$ cat src/rtl/ftl_port_arbiter.sv
// Round-robin arbiter sharing one FTL translation port among NUM_REQ burst controllers; grant held for a full valid/resp-high/resp-low handshake.
// Latency: 1 cycle from request to ftl_valid_o; at least 3 cycles per transaction (IDLE, REQ, DRAIN).
// Backpressure: requests are held by the requesters until their own req_resp_o bit rises. Optional watchdog: FTL_ARB_TIMEOUT_EN.
module ftl_port_arbiter #(
    parameter int NUM_REQ        = 4,
    parameter int ADDR_WIDTH     = 32,
    parameter int ID_W           = (NUM_REQ > 1) ? $clog2(NUM_REQ) : 1,
    parameter int TIMEOUT_CYCLES = 1024
) (
    input  logic                          clk_i,
    input  logic                          rst_i,
    input  logic [NUM_REQ-1:0]            req_valid_i,
    input  logic [NUM_REQ-1:0]            req_rw_i,
    input  logic [NUM_REQ*ADDR_WIDTH-1:0] req_addr_i,
    output logic [NUM_REQ-1:0]            req_resp_o,
    output logic [ADDR_WIDTH-1:0]         req_new_addr_o,
    output logic                          req_hit_o,
    output logic                          ftl_valid_o,
    output logic                          ftl_rw_o,
    output logic [ADDR_WIDTH-1:0]         ftl_address_o,
    input  logic [ADDR_WIDTH-1:0]         ftl_new_address_i,
    input  logic                          ftl_resp_i,
    input  logic                          ftl_hit_i,
`ifdef FTL_ARB_TIMEOUT_EN
    output logic                          timeout_o,
    output logic [ID_W-1:0]               timeout_id_o,
`endif
    output logic                          busy_o,
    output logic [ID_W-1:0]               grant_id_o
);

    if (NUM_REQ < 2 || NUM_REQ > 16 || TIMEOUT_CYCLES < 1 || TIMEOUT_CYCLES > 65535) begin : g_param_check
        $error("ftl_port_arbiter: parameter out of range");
    end

    typedef enum logic [1:0] {IDLE, REQ, DRAIN} state_t;

    state_t                 state;
    state_t                 state_nxt;
    logic [ID_W-1:0]        rr_ptr;
    logic [ID_W-1:0]        next_ptr;
    logic                   pick_vld;
    logic [ID_W-1:0]        pick_id;
    int                     off;
    int                     best_off;
    logic [NUM_REQ-1:0]     grant_onehot;
    logic [ADDR_WIDTH-1:0]  sel_addr;
    logic                   sel_rw;
    logic                   xact_done;
    logic                   wdog_fire;

    assign req_new_addr_o = ftl_new_address_i;
    assign req_hit_o      = ftl_hit_i;

    // Pick the valid requester with the smallest distance ahead of rr_ptr.
    always_comb begin
        pick_vld = 1'b0;
        pick_id  = '0;
        best_off = NUM_REQ;
        off      = 0;
        for (int k = 0; k < NUM_REQ; k++) begin
            if (req_valid_i[k]) begin
                off = (k >= int'(rr_ptr)) ? (k - int'(rr_ptr)) : (k + NUM_REQ - int'(rr_ptr));
                if (off < best_off) begin
                    best_off = off;
                    pick_vld = 1'b1;
                    pick_id  = ID_W'(k);
                end
            end
        end
    end

    always_comb begin
        grant_onehot = '0;
        sel_addr     = '0;
        sel_rw       = 1'b0;
        for (int k = 0; k < NUM_REQ; k++) begin
            if (grant_id_o == ID_W'(k)) begin
                grant_onehot[k] = 1'b1;
                sel_addr        = req_addr_i[k*ADDR_WIDTH +: ADDR_WIDTH];
                sel_rw          = req_rw_i[k];
            end
        end
    end

    // Wrap explicitly at NUM_REQ so non-power-of-two configurations stay in range.
    assign next_ptr = (grant_id_o == ID_W'(NUM_REQ - 1)) ? '0 : grant_id_o + 1'b1;

`ifdef FTL_ARB_TIMEOUT_EN
    localparam logic [15:0] WDOG_LAST = 16'(TIMEOUT_CYCLES - 1);
    logic [15:0] wdog;

    assign wdog_fire = (state != IDLE) && (wdog == WDOG_LAST);

    always_ff @(posedge clk_i) begin
        if (rst_i) begin
            wdog         <= '0;
            timeout_o    <= 1'b0;
            timeout_id_o <= '0;
        end else begin
            wdog <= (state == IDLE) ? 16'd0 : wdog + 16'd1;
            if (wdog_fire) begin
                timeout_o    <= 1'b1;
                timeout_id_o <= grant_id_o;
            end
        end
    end
`else
    assign wdog_fire = 1'b0;
`endif

    always_comb begin
        state_nxt     = state;
        ftl_valid_o   = 1'b0;
        ftl_rw_o      = 1'b0;
        ftl_address_o = '0;
        req_resp_o    = '0;
        busy_o        = 1'b0;
        xact_done     = 1'b0;
        case (state)
            IDLE: begin
                if (pick_vld) state_nxt = REQ;
            end
            REQ: begin
                ftl_valid_o   = 1'b1;
                ftl_rw_o      = sel_rw;
                ftl_address_o = sel_addr;
                busy_o        = 1'b1;
                req_resp_o    = grant_onehot & {NUM_REQ{ftl_resp_i}};
                if (ftl_resp_i) state_nxt = DRAIN;
            end
            DRAIN: begin
                busy_o     = 1'b1;
                req_resp_o = grant_onehot & {NUM_REQ{ftl_resp_i}};
                if (!ftl_resp_i) begin
                    state_nxt = IDLE;
                    xact_done = 1'b1;
                end
            end
            default: state_nxt = IDLE;
        endcase
        // A stalled FTL is abandoned and treated as a completed turn.
        if (wdog_fire) begin
            state_nxt  = IDLE;
            xact_done  = 1'b1;
            req_resp_o = '0;
        end
    end

    always_ff @(posedge clk_i) begin
        if (rst_i) begin
            state      <= IDLE;
            rr_ptr     <= '0;
            grant_id_o <= '0;
        end else begin
            state <= state_nxt;
            if (state == IDLE && pick_vld) grant_id_o <= pick_id;
            if (xact_done) rr_ptr <= next_ptr;
        end
    end

endmodule

$ cat config.mk
export PLATFORM = sky130hd
export DESIGN_NAME = ftl_port_arbiter
export DESIGN_NICKNAME = d
export VERILOG_FILES = /design/src/rtl/ftl_port_arbiter.sv
export SDC_FILE = /design/constraint.sdc
export NUM_CORES = 1
export LEC_CHECK = 0
export CORE_AREA = 2 2 96 98
export CTS_BUF_LIST = sky130_fd_sc_hd__clkbuf_4 sky130_fd_sc_hd__clkbuf_8 sky130_fd_sc_hd__clkbuf_16
export CTS_CLUSTER_DIAMETER = 50
export DETAILED_ROUTE_END_ITERATION = 8
export DIE_AREA = 0 0 98 100
export DONT_BUFFER_PORTS = 1
export HOLD_SLACK_MARGIN = 0.15
export PLACE_DENSITY = 0.48
export SKIP_CTS_REPAIR_TIMING = 1
export SYNTH_ARGS = -nofsm -noshare
export SYNTH_HDL_FRONTEND = slang
export SYNTH_SLANG_ARGS = --single-unit
$ cat constraint.sdc
create_clock -name clk_i -period 12 [get_ports clk_i]
set_input_delay 1.2 -clock clk_i [delete_from_list [all_inputs] [get_ports clk_i]]
set_output_delay 1.2 -clock clk_i [all_outputs]
set_load 0.01 [all_outputs]
==> summary.json <==
{
  "highest_clock_rate": {"value": 0.241, "unit": "GHz"},
  "main_flop_type_after_synthesis": {"value": "dfxtp_1"},
  "holdWs": {"value": 0.566, "unit": "ns"},
  "place_hpwl": {"value": 6.42, "unit": "mm"},
  "drt-pass1-iter-count": {"value": 4},
  "floorplan.initialDensity": {"value": 0.248},
  "io_buffer_count": {"value": 0},
  "synth_async_sr_flop_share": {"value": 0},
  "worst_slew_margin_rel": {"value": 0.291},
  "max-clock-path-buffers": {"value": 2},
  "grt_pass1_wl": {"value": 11.1, "unit": "mm"},
  "die_area": {"value": 9800, "unit": "µm²"},
  "post_drt_via_cell_ratio": {"value": 5.74},
  "synth_edf_count": {"value": 0},
  "timing_max_transition_violations_final": {"value": 0},
  "number_of_placed_cells_counting_well_taps": {"value": 379},
  "placeableCoreArea": {"value": 8890, "unit": "µm²"},
  "n_antenna_cell": {"value": 0},
  "ys_ff_latch": {"value": 6},
  "cp.arrival": {"value": 4.25, "unit": "ns"},
  "rows": {"value": 35},
  "power_density": {"value": 231, "unit": "nW/µm²"},
  "power.static_leakage": {"value": 0.000734, "unit": "µW"},
  "yosys-mux-area-fraction": {"value": 0.0193},
  "design_area": {"value": 2070, "unit": "µm²"},
  "grt_antenna_before_repair": {"value": 0},
  "synth_top_family_by_area": {"value": "simple AND/OR/NAND/NOR gates"},
  "syn_avg_cell_area": {"value": 6.81, "unit": "µm²"},
  "max_slew.worst_pin.slew": {"value": 1.06, "unit": "ns"},
  "end_kind": {"value": "flop"},
  "first_global_vias": {"value": 1877},
  "worst_hold_path_type": {"value": "reg -> reg"},
  "ctsHtreeMaxLevel": {"value": 1},
  "yosys.area_share.adder": {"value": 0.102},
  "num-nets-final": {"value": 463},
  "synth_area_in_xor_xnor": {"value": 0},
  "synth.cell_area": {"value": 2210, "unit": "µm²"},
  "top_ports": {"value": 246},
  "final.fill_count": {"value": 1007},
  "synth_nets": {"value": 514},
  "finalCriticalPeriod": {"value": 4.15, "unit": "ns"},
  "cts.root.buffer_cell": {"value": "clkbuf_8"},
  "synth.yosys.seq_area_share": {"value": 0.0544},
  "cts-buffers-inserted": {"value": 3},
  "cp.required": {"value": 12.10, "unit": "ns"},
  "clock_slew_seen_by_the_registers_of_the_worst_setup_and_hold_paths": {"value": 0.04, "unit": "ns"},
  "timing.setup.critical_path_class": {"value": "reg -> reg"},
  "fp.dieH": {"value": 100, "unit": "µm"},
  "r2r_cells": {"value": 18},
  "setup_violation_total_in_the_final_timing_report": {"value": 0},
  "tritoncts": {"value": "yes"},
  "track_usage": {"value": 0.145},
  "cap_violations": {"value": 0},
  "hold_violations": {"value": 0},
  "placement.cell_area": {"value": 2030, "unit": "µm²"},
  "final_antenna_net_count": {"value": 0},
  "wl": {"value": 7.95, "unit": "mm"},
  "avgRoutedWirePerCell": {"value": 20.8, "unit": "µm"},
  "synthSimpleGateAreaFrac": {"value": 0.346},
  "grt_max_degree": {"value": 68},
  "drt_first_iter_violations": {"value": 103},
  "gp_congestion": {"value": 0.825},
  "drt_drc_violations_left": {"value": 0},
  "grt_overflow_total": {"value": 0},
  "timing.final.crit_share": {"value": 0.346},
  "min_delay_path_depth": {"value": 2},
  "area_growth_syn_to_layout": {"value": -6.18, "unit": "%"},
  "drive_gt1_frac": {"value": 0.0738},
  "route.vias.total": {"value": 2193},
  "status": {"value": "finished, final reports clean"},
  "footprint_of_the_multi_input_gates": {"value": 1700, "unit": "µm²"},
  "critical_path.startpoint_type": {"value": "flop"},
  "synthesis.instances": {"value": 324},
  "worstSkewPairLatency": {"value": 0.22, "unit": "ns"},
  "cts_sinks": {"value": 6},
  "final-seq-area": {"value": 120, "unit": "µm²"},
  "worstPathMaxFanout": {"value": 7},
  "distinct_cell_type_count_after_synthesis": {"value": 36},
  "maximum_clock_skew_at_final_layout": {"value": 0.00162, "unit": "ns"},
  "rsz_0062_raised_after_global_routing": {"value": "false"},
  "vdd.ir_drop.worst": {"value": 0.0837, "unit": "mV"},
  "instances_no_fill": {"value": 382},
  "synth_compound_area_frac": {"value": 0.299},
  "fin_setup_tns": {"value": 0, "unit": "ns"},
  "yosys_warnings": {"value": 0},
  "die_x": {"value": 98, "unit": "µm"}
}
[cell type report]
type,count,share of cell area
Clock buffer,3,0.0199
Inverter,11,0.0199
Multi-Input combinational cell,247,0.821
Sequential cell,6,0.0580
Tap cell,111,0.0671
Timing Repair Buffer,4,0.0145
[worst max-delay path: stages, from the launching register on]
cell      delay, ns
dfxtp_1        0.43
inv_1          0.12
ha_1           0.20
and2_1         0.19
inv_2          0.11
ha_1           0.20
o211ai_1       0.18
a21oi_1        0.17
a31oi_1        0.08
ha_1           0.22
or4_4          0.52
a221oi_4       0.22
o21ai_2        0.11
mux2_2         0.28
ha_1           0.28
o21ai_0        0.06
or2_2          0.29
a221oi_1       0.26
o21ai_0        0.10
[kinds of logic (layout without fill, tap and decap cells)]
group,count (synthesis),count (layout)
AOI/OAI and AO/OA,93,93
and+or+nand+nor,132,132
DFF,6,6
buffers and inverters,71,18
muxes,4,4
adders and majority gates,18,18
[cell usage after synthesis, types with 2 or more instances]
master / number / share of area
dfxtp_1: 6 / 0.054
ha_1: 18 / 0.10
o21ai_0: 4 / 0.0091
or2_2: 2 / 0.0057
and2_1: 2 / 0.0057
nor3_1: 35 / 0.079
clkbuf_1: 23 / 0.039
nor2b_1: 69 / 0.20
o211ai_1: 2 / 0.0068
nand2_1: 3 / 0.0051
o21a_1: 2 / 0.0068
inv_1: 10 / 0.017
nor2_1: 8 / 0.014
a221oi_1: 34 / 0.13
a31oi_1: 2 / 0.0057
buf_4: 33 / 0.11
mux2i_1: 2 / 0.0091
nand2b_1: 2 / 0.0057
a21oi_1: 40 / 0.091
mux2_2: 2 / 0.010
buf_2: 4 / 0.0091
and3_1: 4 / 0.011
or2b_1: 4 / 0.014
[stage by stage]
step                      total power [µW]  utilization  worst slack, ns
after floorplan                        381            -             7.87
after global placement                 444        0.228             7.68
after detailed placement               452        0.228             7.65
after CTS                              484        0.233             7.86
after global routing                   533        0.233             7.51
final                                  478        0.233             7.85
[cells in the final DEF (no fill, tap or decap), drive strengths merged, types with 5 or more instances in the layout]
cell / n
a21oi: 40
a221oi: 35
dfxtp: 6
ha: 18
inv: 11
nor2: 8
nor2b: 69
nor3: 35
o21ai: 5
[sequential cells by signal, summed over array words and instances (netlist names)]
register and cells:
grant_id_o 2, rr_ptr 2, state 2
[layer usage]
layer	vias to the layer above	wire, µm	track usage
met5	-	0	0.0667
met4	0	42	0.0160
met3	4	1380	0.0870
met2	147	3580	0.221
met1	1008	2940	0.175
li1	1034	-	-
[where the power goes]
| group | total [µW] | leakage (µW) | internal [µW] | switching (µW) |
|---|---|---|---|---|
| Clock | 30.0 | 0.0000216 | 21.5 | 8.46 |
| Sequential | 36.1 | 0.0000493 | 26.4 | 9.66 |
| Combinational | 412 | 0.000663 | 162 | 250 |
| Total | 478 | 0.000734 | 210 | 268 |
[final timing paths]
check                              start  slack, ns                         end
setup / recovery  rr_ptr[1]$_SDFFE_PP0P_       7.85  grant_id_o[0]$_SDFFE_PP0P_
hold / removal     state[1]$_SDFFE_PP0P_       0.57       state[1]$_SDFFE_PP0P_
setup reg to reg  rr_ptr[1]$_SDFFE_PP0P_       7.85  grant_id_o[0]$_SDFFE_PP0P_
hold reg to reg    state[1]$_SDFFE_PP0P_       0.57       state[1]$_SDFFE_PP0P_
No activity file was read; power rests on OpenSTA's default activity.
